===== config.mk =====
export PLATFORM = sky130hd
export DESIGN_NAME = complex_mult_pipe_flat
export DESIGN_NICKNAME = d
export VERILOG_FILES = /design/src/rtl/cmult_pkg.sv /design/src/rtl/cmult_if.sv /design/src/rtl/cmult_round_sat.sv /design/src/rtl/complex_mult_pipe.sv /design/src/flat_wrapper.sv
export SDC_FILE = /design/constraint.sdc
export NUM_CORES = 2
export LEC_CHECK = 0
export CELL_PAD_IN_SITES_DETAIL_PLACEMENT = 0
export CELL_PAD_IN_SITES_GLOBAL_PLACEMENT = 1
export CORE_ASPECT_RATIO = 1.1
export CORE_UTILIZATION = 48
export CTS_BUF_LIST = sky130_fd_sc_hd__clkbuf_4 sky130_fd_sc_hd__clkbuf_8
export DETAILED_ROUTE_END_ITERATION = 8
export HOLD_SLACK_MARGIN = 0.02
export PLACE_DENSITY = 0.91
export SKIP_CTS_REPAIR_TIMING = 1
export SLEW_MARGIN = 25
export SYNTH_ARGS = -nofsm -noshare
export SYNTH_HDL_FRONTEND = slang
export SYNTH_SLANG_ARGS = --single-unit

===== constraint.sdc =====
create_clock -name sys_clk_i -period 7.6 [get_ports sys_clk_i]
set_clock_uncertainty 0.1 [all_clocks]
set_input_delay 1.52 -clock sys_clk_i [delete_from_list [all_inputs] [get_ports sys_clk_i]]
set_output_delay 1.52 -clock sys_clk_i [all_outputs]
set_load 0.02 [all_outputs]

===== src/rtl/cmult_pkg.sv =====
`default_nettype none
// ============================================================================
// Module      : cmult_pkg
// Description : Shared width helpers and complex-pair typedef for the
//               complex multiplier and the butterfly blocks that use it.
//               full_w : width of one signed product (2*DATA_W+1)
//               acc_w  : width of a sum/difference of two products
//               needs_sat : whether the scaled result can exceed OUT_W
// Revision    : 1.0 - initial release
// ============================================================================
package cmult_pkg;

  localparam int PAIR_W = 64;

  // Generic {real, imag} container exchanged with butterfly/twiddle stages.
  typedef struct packed {
    logic signed [PAIR_W-1:0] re;
    logic signed [PAIR_W-1:0] im;
  } cplx_pair_t;

  function automatic int full_w(input int data_w);
    return 2 * data_w + 1;
  endfunction

  function automatic int acc_w(input int data_w);
    return 2 * data_w + 2;
  endfunction

  // Saturation bound helper: the scaled result fits in full_w-shift bits,
  // so clamping logic is only needed when the output is narrower than that.
  function automatic bit needs_sat(input int data_w, input int shift, input int out_w);
    return out_w < (full_w(data_w) - shift);
  endfunction

endpackage
`default_nettype wire


===== src/rtl/cmult_if.sv =====
`default_nettype none
// ============================================================================
// Module      : cmult_if
// Description : Valid/ready stream bundle of the complex multiplier.
//               Input side : s_valid_i, s_ready_o, a/b operands, conj_i
//               Output side: m_valid_o, m_ready_i, p_real_o, p_imag_o, ovf_o
//               slave modport is the multiplier, master modport the user.
// Revision    : 1.0 - initial release
// ============================================================================
interface cmult_if #(
  parameter int DATA_W = 16,
  parameter int OUT_W  = 33
);
  logic                     s_valid_i;
  logic                     s_ready_o;
  logic signed [DATA_W-1:0] a_real_i;
  logic signed [DATA_W-1:0] a_imag_i;
  logic signed [DATA_W-1:0] b_real_i;
  logic signed [DATA_W-1:0] b_imag_i;
  logic                     conj_i;
  logic                     m_valid_o;
  logic                     m_ready_i;
  logic signed [OUT_W-1:0]  p_real_o;
  logic signed [OUT_W-1:0]  p_imag_o;
  logic                     ovf_o;

  modport slave (
    input  s_valid_i, a_real_i, a_imag_i, b_real_i, b_imag_i, conj_i, m_ready_i,
    output s_ready_o, m_valid_o, p_real_o, p_imag_o, ovf_o
  );

  modport master (
    output s_valid_i, a_real_i, a_imag_i, b_real_i, b_imag_i, conj_i, m_ready_i,
    input  s_ready_o, m_valid_o, p_real_o, p_imag_o, ovf_o
  );
endinterface
`default_nettype wire


===== src/rtl/cmult_round_sat.sv =====
`default_nettype none
// ============================================================================
// Module      : cmult_round_sat
// Description : Combinational scale (arithmetic shift right by SHIFT),
//               optional round-half-up, and saturation of one component.
//               Macro CMULT_ROUND_EN selects rounding; otherwise truncation.
//   x_i   in  acc_w(DATA_W)  full-precision signed value
//   y_o   out OUT_W          scaled, saturated value
//   ovf_o out 1              value was clamped
// Revision    : 1.0 - initial release
// ============================================================================
module cmult_round_sat
  import cmult_pkg::*;
#(
  parameter int DATA_W = 16,
  parameter int SHIFT  = 0,
  parameter int OUT_W  = 33,
  localparam int IN_W  = acc_w(DATA_W)
) (
  input  logic signed [IN_W-1:0]  x_i,
  output logic signed [OUT_W-1:0] y_o,
  output logic                    ovf_o
);

  logic signed [IN_W-1:0] w_biased;
  logic signed [IN_W-1:0] w_shifted;

  // The extra headroom bit of IN_W guarantees the rounding add cannot wrap.
  generate
    if (SHIFT > 0) begin : g_bias
`ifdef CMULT_ROUND_EN
      localparam logic signed [IN_W-1:0] HALF = IN_W'(1) << (SHIFT - 1);
      assign w_biased = x_i + HALF;
`else
      assign w_biased = x_i;
`endif
    end else begin : g_no_bias
      assign w_biased = x_i;
    end
  endgenerate

  assign w_shifted = w_biased >>> SHIFT;

  generate
    if (needs_sat(DATA_W, SHIFT, OUT_W)) begin : g_sat
      localparam logic signed [IN_W-1:0] MAX_V = {{(IN_W-OUT_W+1){1'b0}}, {(OUT_W-1){1'b1}}};
      localparam logic signed [IN_W-1:0] MIN_V = {{(IN_W-OUT_W+1){1'b1}}, {(OUT_W-1){1'b0}}};
      always_comb begin
        y_o   = OUT_W'(w_shifted);
        ovf_o = 1'b0;
        if (w_shifted > MAX_V) begin
          y_o   = {1'b0, {(OUT_W-1){1'b1}}};
          ovf_o = 1'b1;
        end else if (w_shifted < MIN_V) begin
          y_o   = {1'b1, {(OUT_W-1){1'b0}}};
          ovf_o = 1'b1;
        end
      end
    end else begin : g_ext
      // Output wide enough for every scaled value: plain resize/sign-extend.
      assign y_o   = OUT_W'(w_shifted);
      assign ovf_o = 1'b0;
    end
  endgenerate

endmodule
`default_nettype wire


===== src/rtl/complex_mult_pipe.sv =====
`default_nettype none
// ============================================================================
// Module      : complex_mult_pipe
// Description : 3-stage pipelined signed complex multiplier P = A * B or
//               A * conj(B), with valid/ready flow control, scaling and
//               saturation. Optional rounding via macro CMULT_ROUND_EN.
//   sys_clk_i  in   clock, rising edge
//   rst_n_i    in   asynchronous active-low reset
//   bus        slave modport of cmult_if (stream in/out, see cmult_if)
// Revision    : 1.0 - initial release
// ============================================================================
module complex_mult_pipe
  import cmult_pkg::*;
#(
  parameter int DATA_W = 16,
  parameter int SHIFT  = 0,
  parameter int OUT_W  = 33
) (
  input  logic   sys_clk_i,
  input  logic   rst_n_i,
  cmult_if.slave bus
);

  localparam int FULL_W = full_w(DATA_W);
  localparam int ACC_W  = acc_w(DATA_W);
  localparam int BI_W   = DATA_W + 1;

  // S1: registered operands
  logic                     v1_q,   v1_d;
  logic signed [DATA_W-1:0] ar1_q,  ar1_d;
  logic signed [DATA_W-1:0] ai1_q,  ai1_d;
  logic signed [DATA_W-1:0] br1_q,  br1_d;
  logic signed [BI_W-1:0]   bie1_q, bie1_d;
  // S2: partial products
  logic                     v2_q,   v2_d;
  logic signed [FULL_W-1:0] rr2_q,  rr2_d;
  logic signed [FULL_W-1:0] ii2_q,  ii2_d;
  logic signed [FULL_W-1:0] ri2_q,  ri2_d;
  logic signed [FULL_W-1:0] ir2_q,  ir2_d;
  // S3: output register
  logic                     mv_q,   mv_d;
  logic signed [OUT_W-1:0]  pre_q,  pre_d;
  logic signed [OUT_W-1:0]  pim_q,  pim_d;
  logic                     ovf_q,  ovf_d;

  logic                     w_ce;
  logic signed [BI_W-1:0]   w_bi_ext;
  logic signed [BI_W-1:0]   w_bi_eff;
  logic signed [ACC_W-1:0]  w_re_acc;
  logic signed [ACC_W-1:0]  w_im_acc;
  logic signed [OUT_W-1:0]  w_re_sat;
  logic signed [OUT_W-1:0]  w_im_sat;
  logic                     w_ovf_re;
  logic                     w_ovf_im;

  // One extra bit so negating the most negative imag value stays exact.
  assign w_bi_ext = BI_W'(bus.b_imag_i);
  assign w_bi_eff = bus.conj_i ? -w_bi_ext : w_bi_ext;

  assign w_re_acc = ACC_W'(rr2_q) - ACC_W'(ii2_q);
  assign w_im_acc = ACC_W'(ri2_q) + ACC_W'(ir2_q);

  cmult_round_sat #(.DATA_W(DATA_W), .SHIFT(SHIFT), .OUT_W(OUT_W)) u_rs_real (
    .x_i   (w_re_acc),
    .y_o   (w_re_sat),
    .ovf_o (w_ovf_re)
  );

  cmult_round_sat #(.DATA_W(DATA_W), .SHIFT(SHIFT), .OUT_W(OUT_W)) u_rs_imag (
    .x_i   (w_im_acc),
    .y_o   (w_im_sat),
    .ovf_o (w_ovf_im)
  );

  always_comb begin
    // Whole pipe advances in lock-step whenever the output slot is free.
    w_ce   = ~mv_q | bus.m_ready_i;
    v1_d   = v1_q;   ar1_d = ar1_q; ai1_d = ai1_q; br1_d = br1_q; bie1_d = bie1_q;
    v2_d   = v2_q;   rr2_d = rr2_q; ii2_d = ii2_q; ri2_d = ri2_q; ir2_d  = ir2_q;
    mv_d   = mv_q;   pre_d = pre_q; pim_d = pim_q; ovf_d = ovf_q;
    if (w_ce) begin
      v1_d = bus.s_valid_i;
      if (bus.s_valid_i) begin
        ar1_d  = bus.a_real_i;
        ai1_d  = bus.a_imag_i;
        br1_d  = bus.b_real_i;
        bie1_d = w_bi_eff;
      end
      v2_d = v1_q;
      if (v1_q) begin
        rr2_d = FULL_W'(ar1_q) * FULL_W'(br1_q);
        ii2_d = FULL_W'(ai1_q) * FULL_W'(bie1_q);
        ri2_d = FULL_W'(ar1_q) * FULL_W'(bie1_q);
        ir2_d = FULL_W'(ai1_q) * FULL_W'(br1_q);
      end
      mv_d = v2_q;
      if (v2_q) begin
        pre_d = w_re_sat;
        pim_d = w_im_sat;
        ovf_d = w_ovf_re | w_ovf_im;
      end
    end
  end

  always_ff @(posedge sys_clk_i or negedge rst_n_i) begin
    if (!rst_n_i) begin
      v1_q <= 1'b0; ar1_q <= '0; ai1_q <= '0; br1_q <= '0; bie1_q <= '0;
      v2_q <= 1'b0; rr2_q <= '0; ii2_q <= '0; ri2_q <= '0; ir2_q  <= '0;
      mv_q <= 1'b0; pre_q <= '0; pim_q <= '0; ovf_q <= 1'b0;
    end else begin
      v1_q <= v1_d; ar1_q <= ar1_d; ai1_q <= ai1_d; br1_q <= br1_d; bie1_q <= bie1_d;
      v2_q <= v2_d; rr2_q <= rr2_d; ii2_q <= ii2_d; ri2_q <= ri2_d; ir2_q  <= ir2_d;
      mv_q <= mv_d; pre_q <= pre_d; pim_q <= pim_d; ovf_q <= ovf_d;
    end
  end

  assign bus.s_ready_o = w_ce;
  assign bus.m_valid_o = mv_q;
  assign bus.p_real_o  = pre_q;
  assign bus.p_imag_o  = pim_q;
  assign bus.ovf_o     = ovf_q;

endmodule
`default_nettype wire

===== src/flat_wrapper.sv =====
// flat-port wrapper written by rule: the top's interface ports become plain ports
module complex_mult_pipe_flat import cmult_pkg::*;
#(
  parameter int DATA_W = 16,
  parameter int SHIFT  = 0,
  parameter int OUT_W  = 33
)
  (sys_clk_i, rst_n_i, bus_s_valid_i, bus_a_real_i, bus_a_imag_i, bus_b_real_i, bus_b_imag_i, bus_conj_i, bus_m_ready_i, bus_s_ready_o, bus_m_valid_o, bus_p_real_o, bus_p_imag_o, bus_ovf_o);
  cmult_if #(.DATA_W(DATA_W), .OUT_W(OUT_W)) bus_i ();
  input  logic sys_clk_i;
  input  logic rst_n_i;
  input wire logic [$bits(bus_i.s_valid_i)-1:0] bus_s_valid_i;
  input wire logic [$bits(bus_i.a_real_i)-1:0] bus_a_real_i;
  input wire logic [$bits(bus_i.a_imag_i)-1:0] bus_a_imag_i;
  input wire logic [$bits(bus_i.b_real_i)-1:0] bus_b_real_i;
  input wire logic [$bits(bus_i.b_imag_i)-1:0] bus_b_imag_i;
  input wire logic [$bits(bus_i.conj_i)-1:0] bus_conj_i;
  input wire logic [$bits(bus_i.m_ready_i)-1:0] bus_m_ready_i;
  output wire logic [$bits(bus_i.s_ready_o)-1:0] bus_s_ready_o;
  output wire logic [$bits(bus_i.m_valid_o)-1:0] bus_m_valid_o;
  output wire logic [$bits(bus_i.p_real_o)-1:0] bus_p_real_o;
  output wire logic [$bits(bus_i.p_imag_o)-1:0] bus_p_imag_o;
  output wire logic [$bits(bus_i.ovf_o)-1:0] bus_ovf_o;
  assign bus_i.s_valid_i = bus_s_valid_i;
  assign bus_i.a_real_i = bus_a_real_i;
  assign bus_i.a_imag_i = bus_a_imag_i;
  assign bus_i.b_real_i = bus_b_real_i;
  assign bus_i.b_imag_i = bus_b_imag_i;
  assign bus_i.conj_i = bus_conj_i;
  assign bus_i.m_ready_i = bus_m_ready_i;
  assign bus_s_ready_o = bus_i.s_ready_o;
  assign bus_m_valid_o = bus_i.m_valid_o;
  assign bus_p_real_o = bus_i.p_real_o;
  assign bus_p_imag_o = bus_i.p_imag_o;
  assign bus_ovf_o = bus_i.ovf_o;
  complex_mult_pipe #(.DATA_W(DATA_W), .SHIFT(SHIFT), .OUT_W(OUT_W)) u_core (.sys_clk_i(sys_clk_i), .rst_n_i(rst_n_i), .bus(bus_i));
endmodule

==> run_results.csv <==
group,metric,value,unit
drt,drt_iter0_drc,2699,
yosys,syn_nets,7370,
global_route,grt_max_degree,144,
timing,rsz0062_at_grt,"no",
global_route,grt_usage,0.274,
cts,numCtsBuffers,53,
cts,insertion_delay,710,ps
yosys,avgSynthCellArea,9.13,um2
timing,post-route-min-period,7340,ps
critical_path,critical_path_peak_fanout,12,
cts,cts_root_buf,"clkbuf_8",
critical_path,worst_setup_path_end_kind,"flip-flop",
cells_and_area,utilization,0.528,
timing,worst_pin_slew,1130,ps
drt,ant_nets,0,
critical_path,crit_top_cell,"fa_1",
yosys,seq_area_frac_synth,0.124,
global_route,grt_pass1_wl,236000,um
cts,cts_htree_levels,2,
place,gp_congestion,0.961,
die,chipHeight,351,um
global_route,grt_pass1_vias,42029,
place,io_buffers,136,
cells_and_area,area_delta_synth_final,8.76,%
critical_path,worstPathRequired,8070,ps
run,cap_violations,0,
yosys,synth_edf_count,0,
cts,cts_tree,"yes",
yosys,ys_ff_latch,264,
cts,clock_sinks,264,
drt,drc,0,
die,ios,138,
die,die-area,112000,um2
drt,drt_pass1_iterations,6,
hold_path,min_path_type,"reg -> reg",
yosys,synth-async-reset-ratio,1.00,
global_route,grt_antenna_before_repair,6,
drt,routed_via_density,5.42,
die,initial_core_util,0.486,
cts,path_clk_slew,60,ps
run_status,outcome,"finished, final reports clean",
cts,ctsLongestPathBuffers,3,
critical_path,reg2reg_depth,20,
timing,fmax,0.136,GHz
critical_path,worst-setup-path-type,"reg -> reg",
die,die_w,319,um
global_route,grt_overflow,0,
cells_and_area,drive_gt1_frac,0.0532,
die,core,109000,um2
place,dp_hpwl,121000,um
timing,setup_viol,0,
timing,tns,0,ps
yosys,synth_ff_type,"dfrtp_1",
die,num_rows,127,
cells_and_area,nets,7438,
critical_path,slowest_delay,940,ps
yosys,syn_inst,5826,
critical_path,arrival,7810,ps
timing,hold_viol,0,
drt,vias,39865,
yosys,yosys_warnings,0,
critical_path,cp-start-kind,"flip-flop",
yosys,syn_area,53200,um2
timing,period_share,0.966,
drt,wl_per_cell,20.2,um
timing,maxSlewViolCount,0,
drt,totalWireLength,149000,um
critical_path,path_cells,"nand2_1, inv_1, fa_1, fa_1, fa_1, fa_1, fa_1, inv_1, fa_1, inv_1, ha_1, a41oi_1, o21ai_0, a21oi_1, nor2b_1, a311oi_1, o21ai_0, o31ai_1, xnor2_1, o21ai_0",
yosys,synth_cell_types,66,
timing,slew_headroom,0.249,
critical_path,slowest_stage,"fa_1",
hold_path,min_path_cells,2,
path summary, 6_finish.rpt:
path                                                startpoint                                   to  slack, ps
max                               u_core.ai1_q[15]$_DFFE_PN0P_         u_core.ir2_q[31]$_DFFE_PN0P_        260
min                        u_core.bus.p_real_o[21]$_DFFE_PN0P_  u_core.bus.p_real_o[21]$_DFFE_PN0P_        360
max reg2reg                       u_core.ai1_q[15]$_DFFE_PN0P_         u_core.ir2_q[31]$_DFFE_PN0P_        260
min reg2reg                u_core.bus.p_real_o[21]$_DFFE_PN0P_  u_core.bus.p_real_o[21]$_DFFE_PN0P_        360
max in group asynchronous                              rst_n_i         u_core.rr2_q[26]$_DFFE_PN0P_       5310
min in group asynchronous                              rst_n_i         u_core.ri2_q[30]$_DFFE_PN0P_        720
placed cells by master, fill, tap and decap left out, types with 74 or more instances in the layout:
cell / count
clkdlybuf4s50_1: 135
nand2_1: 809
fa_1: 1078
o21ai_0: 270
nor2_1: 121
inv_1: 1263
and2_1: 490
xor2_1: 80
a21oi_1: 143
dfrtp_1: 261
ha_1: 397
a21o_1: 74
buf_4: 133
xnor2_1: 112
stage by stage:
| stage | instance area (um2) | setup slack, ps | instances | hold slack [ps] |
|---|---|---|---|---|
| floorplan | 53200 | 1180 | 5826 | 343 |
| global placement | 56500 | 563 | 7258 | 357 |
| detailed placement | 56500 | 464 | 7258 | 355 |
| CTS | 57800 | 374 | 7357 | 369 |
| global route | 57800 | 33.1 | 7358 | 396 |
| finish | 57800 | 258 | 7360 | 362 |
final cells by class:
class | count | area, um2
inverter | 1263 | 4740
clock buffer | 75 | 951
antenna | 3 | 7.51
multi-input combinational | 4035 | 40900
tap | 1419 | 1780
clock inverter | 24 | 368
fill | 9792 | 51600
sequential | 264 | 6610
timing repair buffer | 277 | 2520
layer usage:
layer | up-vias | track usage | part of all wire | routed length (um)
met2 | 1526 | 0.447 | 0.47 | 69600
li1 | 17749 | - | - | -
met5 | - | 0 | 0.000087 | 13
met3 | 370 | 0.0440 | 0.073 | 10800
met4 | 2 | 0.141 | 0.060 | 8880
met1 | 20218 | 0.353 | 0.40 | 59600
cell families after synthesis:
kind of cell    after synthesis  share of synthesized area
buf+inv                    1527                      0.108
other cells                   1                  0.0000705
simple gates               1627                      0.147
compound gates              687                     0.0793
flops                       264                      0.124
mux                          53                     0.0112
fa+ha+maj                  1475                      0.499
xor+xnor                    192                     0.0316
registers in the layout (all words and copies together), names as in the netlist:
register	cells
u_core.ri2_q	33
u_core.v1_q	1
u_core.bus.p_real_o	33
u_core.ir2_q	32
u_core.bus.p_imag_o	33
u_core.ii2_q	33
u_core.bus.m_valid_o	1
u_core.bie1_q	17
u_core.br1_q	16
u_core.ar1_q	16
u_core.v2_q	1
u_core.rr2_q	32
u_core.ai1_q	16
critical path: cells and delay by family, from the launching register on:
kind / cells / cell delay [ps]
AND/OR/NAND/NOR: 2 / 400
AO/OA/AOI/OAI: 7 / 1730
adder cells (fa/ha/maj): 7 / 3860
flip-flops: 1 / 790
buffers and inverters: 3 / 250
XOR/XNOR: 1 / 100
cell usage after synthesis (all sizes together), types with 23 or more instances:
master / n / area share
a211oi: 30 / 0.0043
dfrtp: 264 / 0.12
inv: 1263 / 0.089
nand2b: 43 / 0.0051
fa: 1078 / 0.41
mux2: 51 / 0.011
nor3: 35 / 0.0033
a21o: 74 / 0.010
o21ai: 272 / 0.026
and2: 491 / 0.058
nand3: 29 / 0.0027
a21oi: 144 / 0.014
xnor2: 112 / 0.018
o21bai: 23 / 0.0032
ha: 397 / 0.093
nor2: 121 / 0.0085
nand2: 812 / 0.057
clkbuf: 255 / 0.018
xor2: 80 / 0.013
o21a: 27 / 0.0038
Power is not shown: default switching activity piles up to over one toggle a cycle in this logic, so the estimate is an artifact.
